`src/rtl/alu_datapath_p.sv`:
```
// Accumulator datapath: ALU with carry/zero flags, register file and a
// multi-cycle shift-add multiplier behind a valid/ready handshake.
module alu_datapath_p #(
   parameter  int WIDTH    = 8,
   parameter  int NUM_REGS = 4,
   localparam int RA_W     = $clog2(NUM_REGS)
) (
   input  logic             i_clk,
   input  logic             i_rst_n,
   input  logic             i_valid,
   output logic             o_ready,
   input  logic [3:0]       i_op,
   input  logic             i_src_mem,
   input  logic [RA_W-1:0]  i_rf_raddr,
   input  logic             i_rf_we,
   input  logic [RA_W-1:0]  i_rf_waddr,
   input  logic [WIDTH-1:0] i_register_file,
   input  logic [WIDTH-1:0] i_data_memory,
   input  logic             i_direct_load,
   input  logic [WIDTH-1:0] i_direct_data,
   output logic [WIDTH-1:0] o_alu,
   output logic [WIDTH-1:0] o_alu_argument,
   output logic [WIDTH-1:0] o_register_file,
   output logic [WIDTH-1:0] o_acumulator,
   output logic [WIDTH-1:0] o_mul_high,
   output logic             o_carry,
   output logic             o_zero,
   output logic             o_busy,
   output logic             o_done
);

   localparam int CW = (WIDTH > 1) ? $clog2(WIDTH) : 1;

   typedef enum logic [3:0] {
      OP_ADD = 4'd0,  OP_SUB = 4'd1,  OP_AND = 4'd2,  OP_OR  = 4'd3,
      OP_XOR = 4'd4,  OP_NOT = 4'd5,  OP_LD  = 4'd6,  OP_ADC = 4'd7,
      OP_SBB = 4'd8,  OP_SHL = 4'd9,  OP_SHR = 4'd10, OP_MUL = 4'd11
   } op_e;

   typedef enum logic {S_IDLE, S_RUN} state_e;

   state_e           state_q, state_d;
   logic [WIDTH-1:0] rf [1:NUM_REGS-1];
   logic [WIDTH-1:0] acc_q, mul_high_q, mcand_q, mhi_q, mlo_q;
   logic [CW-1:0]    cnt_q;
   logic             carry_q, zero_q, done_q;

   logic [WIDTH-1:0] operand, rf_rdata, alu_res, step_hi, step_lo;
   logic [WIDTH:0]   sum, mac;
   logic             alu_carry, accept, start_mul, alu_wr, mul_last;

   // Register file read: entry 0 is an external value, out-of-range reads give 0
   always_comb begin
      rf_rdata = '0;
      if (i_rf_raddr == '0)
         rf_rdata = i_register_file;
      else if (int'(i_rf_raddr) < NUM_REGS)
         rf_rdata = rf[i_rf_raddr];
   end

   assign operand = i_src_mem ? i_data_memory : rf_rdata;

   always_comb begin
      sum       = '0;
      alu_res   = acc_q;
      alu_carry = carry_q;
      case (i_op)
         OP_ADD: begin
            sum = {1'b0, acc_q} + {1'b0, operand};
            alu_res = sum[WIDTH-1:0]; alu_carry = sum[WIDTH];
         end
         OP_SUB: begin
            sum = {1'b0, acc_q} - {1'b0, operand};
            alu_res = sum[WIDTH-1:0]; alu_carry = sum[WIDTH];
         end
         OP_AND: begin alu_res = acc_q & operand; alu_carry = 1'b0; end
         OP_OR:  begin alu_res = acc_q | operand; alu_carry = 1'b0; end
         OP_XOR: begin alu_res = acc_q ^ operand; alu_carry = 1'b0; end
         OP_NOT: begin alu_res = ~operand;        alu_carry = 1'b0; end
         OP_LD:  begin alu_res = operand;         alu_carry = 1'b0; end
         OP_ADC: begin
            sum = {1'b0, acc_q} + {1'b0, operand} + {{WIDTH{1'b0}}, carry_q};
            alu_res = sum[WIDTH-1:0]; alu_carry = sum[WIDTH];
         end
         OP_SBB: begin
            // A-B-c never drops below -2^WIDTH, so the extra bit is the borrow
            sum = {1'b0, acc_q} - {1'b0, operand} - {{WIDTH{1'b0}}, carry_q};
            alu_res = sum[WIDTH-1:0]; alu_carry = sum[WIDTH];
         end
         OP_SHL: begin alu_res = {acc_q[WIDTH-2:0], 1'b0}; alu_carry = acc_q[WIDTH-1]; end
         OP_SHR: begin alu_res = {1'b0, acc_q[WIDTH-1:1]}; alu_carry = acc_q[0]; end
         default: ;
      endcase
   end

   assign o_ready   = (state_q == S_IDLE);
   assign accept    = i_valid && o_ready;
   assign start_mul = accept && !i_direct_load && (i_op == OP_MUL);
   assign alu_wr    = accept && !i_direct_load && (i_op <= OP_SHR);
   assign mul_last  = (state_q == S_RUN) && (cnt_q == CW'(WIDTH - 1));

   // One shift-add iteration: add multiplicand on multiplier LSB, shift pair right
   assign mac     = {1'b0, mhi_q} + (mlo_q[0] ? {1'b0, mcand_q} : '0);
   assign step_hi = mac[WIDTH:1];
   assign step_lo = {mac[0], mlo_q[WIDTH-1:1]};

   always_ff @(posedge i_clk or negedge i_rst_n) begin
      if (!i_rst_n) state_q <= S_IDLE;
      else          state_q <= state_d;
   end

   always_comb begin
      state_d = state_q;
      case (state_q)
         S_IDLE: if (start_mul) state_d = S_RUN;
         S_RUN:  if (mul_last)  state_d = S_IDLE;
         default: state_d = S_IDLE;
      endcase
   end

   always_ff @(posedge i_clk or negedge i_rst_n) begin
      if (!i_rst_n) begin
         acc_q      <= '0;
         mul_high_q <= '0;
         mcand_q    <= '0;
         mhi_q      <= '0;
         mlo_q      <= '0;
         cnt_q      <= '0;
         carry_q    <= 1'b0;
         zero_q     <= 1'b1;
         done_q     <= 1'b0;
      end else begin
         done_q <= 1'b0;
         if (start_mul) begin
            mcand_q <= acc_q;
            mlo_q   <= operand;
            mhi_q   <= '0;
            cnt_q   <= '0;
         end else if (state_q == S_RUN) begin
            mhi_q <= step_hi;
            mlo_q <= step_lo;
            cnt_q <= cnt_q + 1'b1;
            if (mul_last) begin
               acc_q      <= step_lo;
               mul_high_q <= step_hi;
               carry_q    <= |step_hi;
               zero_q     <= ~|step_lo;
               done_q     <= 1'b1;
            end
         end else if (accept) begin
            done_q <= 1'b1;
            if (i_direct_load) begin
               acc_q  <= i_direct_data;
               zero_q <= (i_direct_data == '0);
            end else if (alu_wr) begin
               acc_q   <= alu_res;
               carry_q <= alu_carry;
               zero_q  <= (alu_res == '0);
            end
         end
      end
   end

   always_ff @(posedge i_clk or negedge i_rst_n) begin
      if (!i_rst_n) begin
         for (int unsigned i = 1; i < NUM_REGS; i++) rf[i] <= '0;
      end else if (i_rf_we && (i_rf_waddr != '0) && (int'(i_rf_waddr) < NUM_REGS)) begin
         rf[i_rf_waddr] <= acc_q;
      end
   end

   assign o_alu           = alu_res;
   assign o_alu_argument  = operand;
   assign o_register_file = rf_rdata;
   assign o_acumulator    = acc_q;
   assign o_mul_high      = mul_high_q;
   assign o_carry         = carry_q;
   assign o_zero          = zero_q;
   assign o_busy          = (state_q == S_RUN);
   assign o_done          = done_q;

endmodule

```
`config.mk`:
```
export PLATFORM = sky130hd
export DESIGN_NAME = alu_datapath_p
export DESIGN_NICKNAME = d
export VERILOG_FILES = /design/src/rtl/alu_datapath_p.sv
export SDC_FILE = /design/constraint.sdc
export NUM_CORES = 1
export LEC_CHECK = 0
export ABC_AREA = 1
export CAP_MARGIN = 20
export CORE_MARGIN = 4
export CORE_UTILIZATION = 48
export DETAILED_ROUTE_END_ITERATION = 10
export MAX_ROUTING_LAYER = met4
export PLACE_DENSITY = 0.82
export SYNTH_ARGS = -nofsm -noshare
export SYNTH_HDL_FRONTEND = slang
export SYNTH_SLANG_ARGS = --single-unit
export TNS_END_PERCENT = 1
```
`constraint.sdc`:
```
create_clock -name i_clk -period 4.26 [get_ports i_clk]
set_clock_uncertainty 0.15 [all_clocks]
set_input_delay 0.852 -clock i_clk [delete_from_list [all_inputs] [get_ports i_clk]]
set_output_delay 0.852 -clock i_clk [all_outputs]
set_load 0.01 [all_outputs]
```
==> results.toml, run 1 <==
[floorplanning]
dieArea_mm2 = 0.0140
die_y_um = 118
start_util_pct = 50.0
core.rowCount = 39
ioPinCount = 83
coreArea_mm2 = 0.0117
die_w_um = 118

[flow_run]
maxCapViolations = 0

[sta]
worst_pin_slew_ns = 0.835
setup_viol = 9
setup_ws_ns = -0.218
post-route-period-util_pct = 105
hold_viol_final = 0
slew_headroom_pct = 43.8
max_freq_mhz = 223
rsz0062_at_grt = "true"
fin_crit_ns = 4.48
slew_violations = 0

[clock_tree]
cts_made_buffers = 9
h-tree-depth = 3
clock_path_buffers = 2
cts_tree = "yes"
clk_pin_slew_ns = 0.05
clock-sinks = 71
clockRootBuffer = "clkbuf_16"
clk_latency_ns = 0.33
holdBufCountCts = 0

[grt]
overflow = 0
grt_antenna_before_repair = 0
grt_pass1_wl_um = 33900
grt_max_degree = 48
track_usage_pct = 30.7
grt_pass1_vias = 6850

[worst_setup_path]
cp.arrival_ns = 3.48
cp-start-kind = "input pin"
path_max_fanout = 4
path_class = "input pin to output pin"
endpoint_kind = "output pin"
critical_path_required_ns = 3.26

[status]
violations = "setup timing"
status = "finished with violations"

[synth]
synth-seq-area-share_pct = 30.5
synthesis.area_mm2 = 0.00583
yosysMostFrequentCell = "nand2_1"
synth_top_area_share_pct = 30.1
synth_top_area_cell = "dfrtp_1"
synth_area_leaders = "dfrtp_1 30%, nand2_1 20%, ha_1 8.2%, inv_1 5.9%, nand3_1 5.8%"
syn_area_per_cell_um2 = 6.62
yosysWarnings = 0
synth_ff_type = "dfrtp_1"
synth_cell_types = 45
ys_async_sr_fraction_pct = 100
synth_common_cells = "308 x nand2_1, 92 x inv_1, 70 x dfrtp_1"
synth_edf_count = 0
yosys_register_bits = 71
synth_nets = 959
netlist_instances = 880

[placed_design]
gp_congestion = 1.03
place_area_mm2 = 0.00750
place_hpwl_um = 15500
io_buffers = 82

[finish]
drive_gt1_share_pct = 27.1
syn_to_final_growth_pct = 44.7
final_net_count = 1170
seqCellArea_mm2 = 0.00178
fillers = 899
fin_area_mm2 = 0.00843
diodes = 0
multi_input_area_mm2 = 0.00396

[power]
p_per_area_mw_per_mm2 = 644
leakage_uw = 0.00423
totalPowerFinal_uw = 5430
peakVddDrop_mv = 0.488

[route]
drt_first_pass_iters = 8
wirelength_um = 21600
vias_per_cell = 5.69
remaining_drc_errors = 0
wl_per_cell_um = 17.4
ant_nets = 0
drtIter0Drc = 915
vias = 7033

[hold_path]
hp-class = "flop to flop"
cell families (layout without fill, tap and decap cells):
group                      after synthesis  in the layout  share of synthesized area, %
DFF                                     71             71                          30.5
muxes                                    1              1                         0.193
xor gates and xnor gates                 8              8                          1.20
adders and majority gates               41             41                          9.19
buffers and inverters                  126            340                          8.87
AOI/OAI and AO/OA                      122            122                          12.4
and+or+nand+nor                        511            511                          37.7
worst max-delay path, cell delays in order:
cell and delay, ns:
clkdlybuf4s50_1 0.41, nand2_1 0.10, nand4_1 0.24, nand2_4 0.17, buf_4 0.16, inv_1 0.06, ha_2 0.21, inv_1 0.07
nand2_2 0.08, inv_2 0.07, nand2_2 0.07, nand2_2 0.06, nand2_2 0.07, buf_4 0.15, nand2_1 0.05, nand2_1 0.05
o21ai_1 0.15, inv_1 0.06, a21oi_2 0.22, buf_2 0.18
cells in the final DEF, fill, tap and decap left out, types with 9 or more instances in the layout:
cell,synthesis,final
o21ai_0,65,63
inv_1,92,84
clkdlybuf4s50_1,0,66
ha_4,0,12
clkbuf_16,0,9
ha_1,38,19
nand4_1,13,13
a21oi_1,23,17
nand2_2,11,32
nor2_4,3,12
nand3_2,3,13
inv_2,9,14
buf_4,3,134
nand2_1,308,282
nand3_1,68,58
nor2_1,69,62
dfrtp_1,70,70
o211ai_1,10,10
power breakdown:
| part | internal [uW] | total, uW | switching (uW) |
|---|---|---|---|
| sequential | 919 | 1150 | 234 |
| combinational | 1550 | 3580 | 2030 |
| clock | 419 | 692 | 274 |
| total | 2890 | 5430 | 2540 |
metal layers:
metal / global-route usage (%) / up-vias / routed length, um
met5: - / - / 0
met4: 10.3 / 0 / 882
met3: 9.69 / 104 / 2690
met2: 46.4 / 476 / 9460
met1: 39.2 / 3195 / 8550
li1: - / 3258 / -
registers in the layout (all words and copies together), names as in the netlist:
register / flops
mcand_q: 8
o_done: 1
o_busy: 1
o_zero: 1
o_mul_high: 8
mhi_q: 8
o_carry: 1
rf: 24
cnt_q: 3
mlo_q: 8
o_acumulator: 8
per-stage QoR:
step | cells | hold slack, ns | utilization [%] | setup WS, ns | TNS, ns
3_3_place_gp | 1191 | 0.316 | 64.3 | -1.10 | -8.59
4_1_cts | 1235 | 0.334 | 70.6 | -0.138 | -0.666
5_1_grt | 1237 | 0.360 | 72.3 | -0.326 | -2.56
2_1_floorplan | 880 | 0.303 | - | 0.0220 | 0
6_report | 1237 | 0.330 | 72.3 | -0.218 | -1.30
3_5_place_dp | 1191 | 0.323 | 64.3 | -1.19 | -9.66
repair_timing:
| action | CTS | global route |
|---|---|---|
| setup buffers | 30 | 4 |
| hold endpoints to repair | 0 | 0 |
| pin swaps | 33 | 32 |
| gates resized for setup | 113 | 50 |
| setup endpoints to repair | 9 | 10 |
path summary, 6_finish.rpt:
path	startpoint	end	slack, ns	cells past startpoint
min in group asynchronous	i_rst_n	o_mul_high[7]	0.36	1
min	cnt_q[0]	cnt_q[0]	0.33	1
max in group asynchronous	i_rst_n	rf[7]	2.58	2
max	i_register_file[2]	o_alu[3]	-0.22	20
max reg2reg	rf[8]	o_zero	0.10	29
min reg2reg	cnt_q[0]	cnt_q[0]	0.33	1
layout make-up:
class                      instances  share of cell area [%]
clock buffer                      13                    3.09
clock inverter                     1                  0.0594
inverter                         107                    4.97
multi-input combinational        683                    46.9
sequential                        71                    21.1
tap                              143                    2.12
timing repair buffer             219                    21.7
No activity file was read; power rests on OpenSTA's default activity.
==> run 2, diff against run 1 <==
- SLEW_MARGIN: unset -> 5
==> results of run 2 <==
The final DEF is identical to that of run 1; final timing and power are the same.
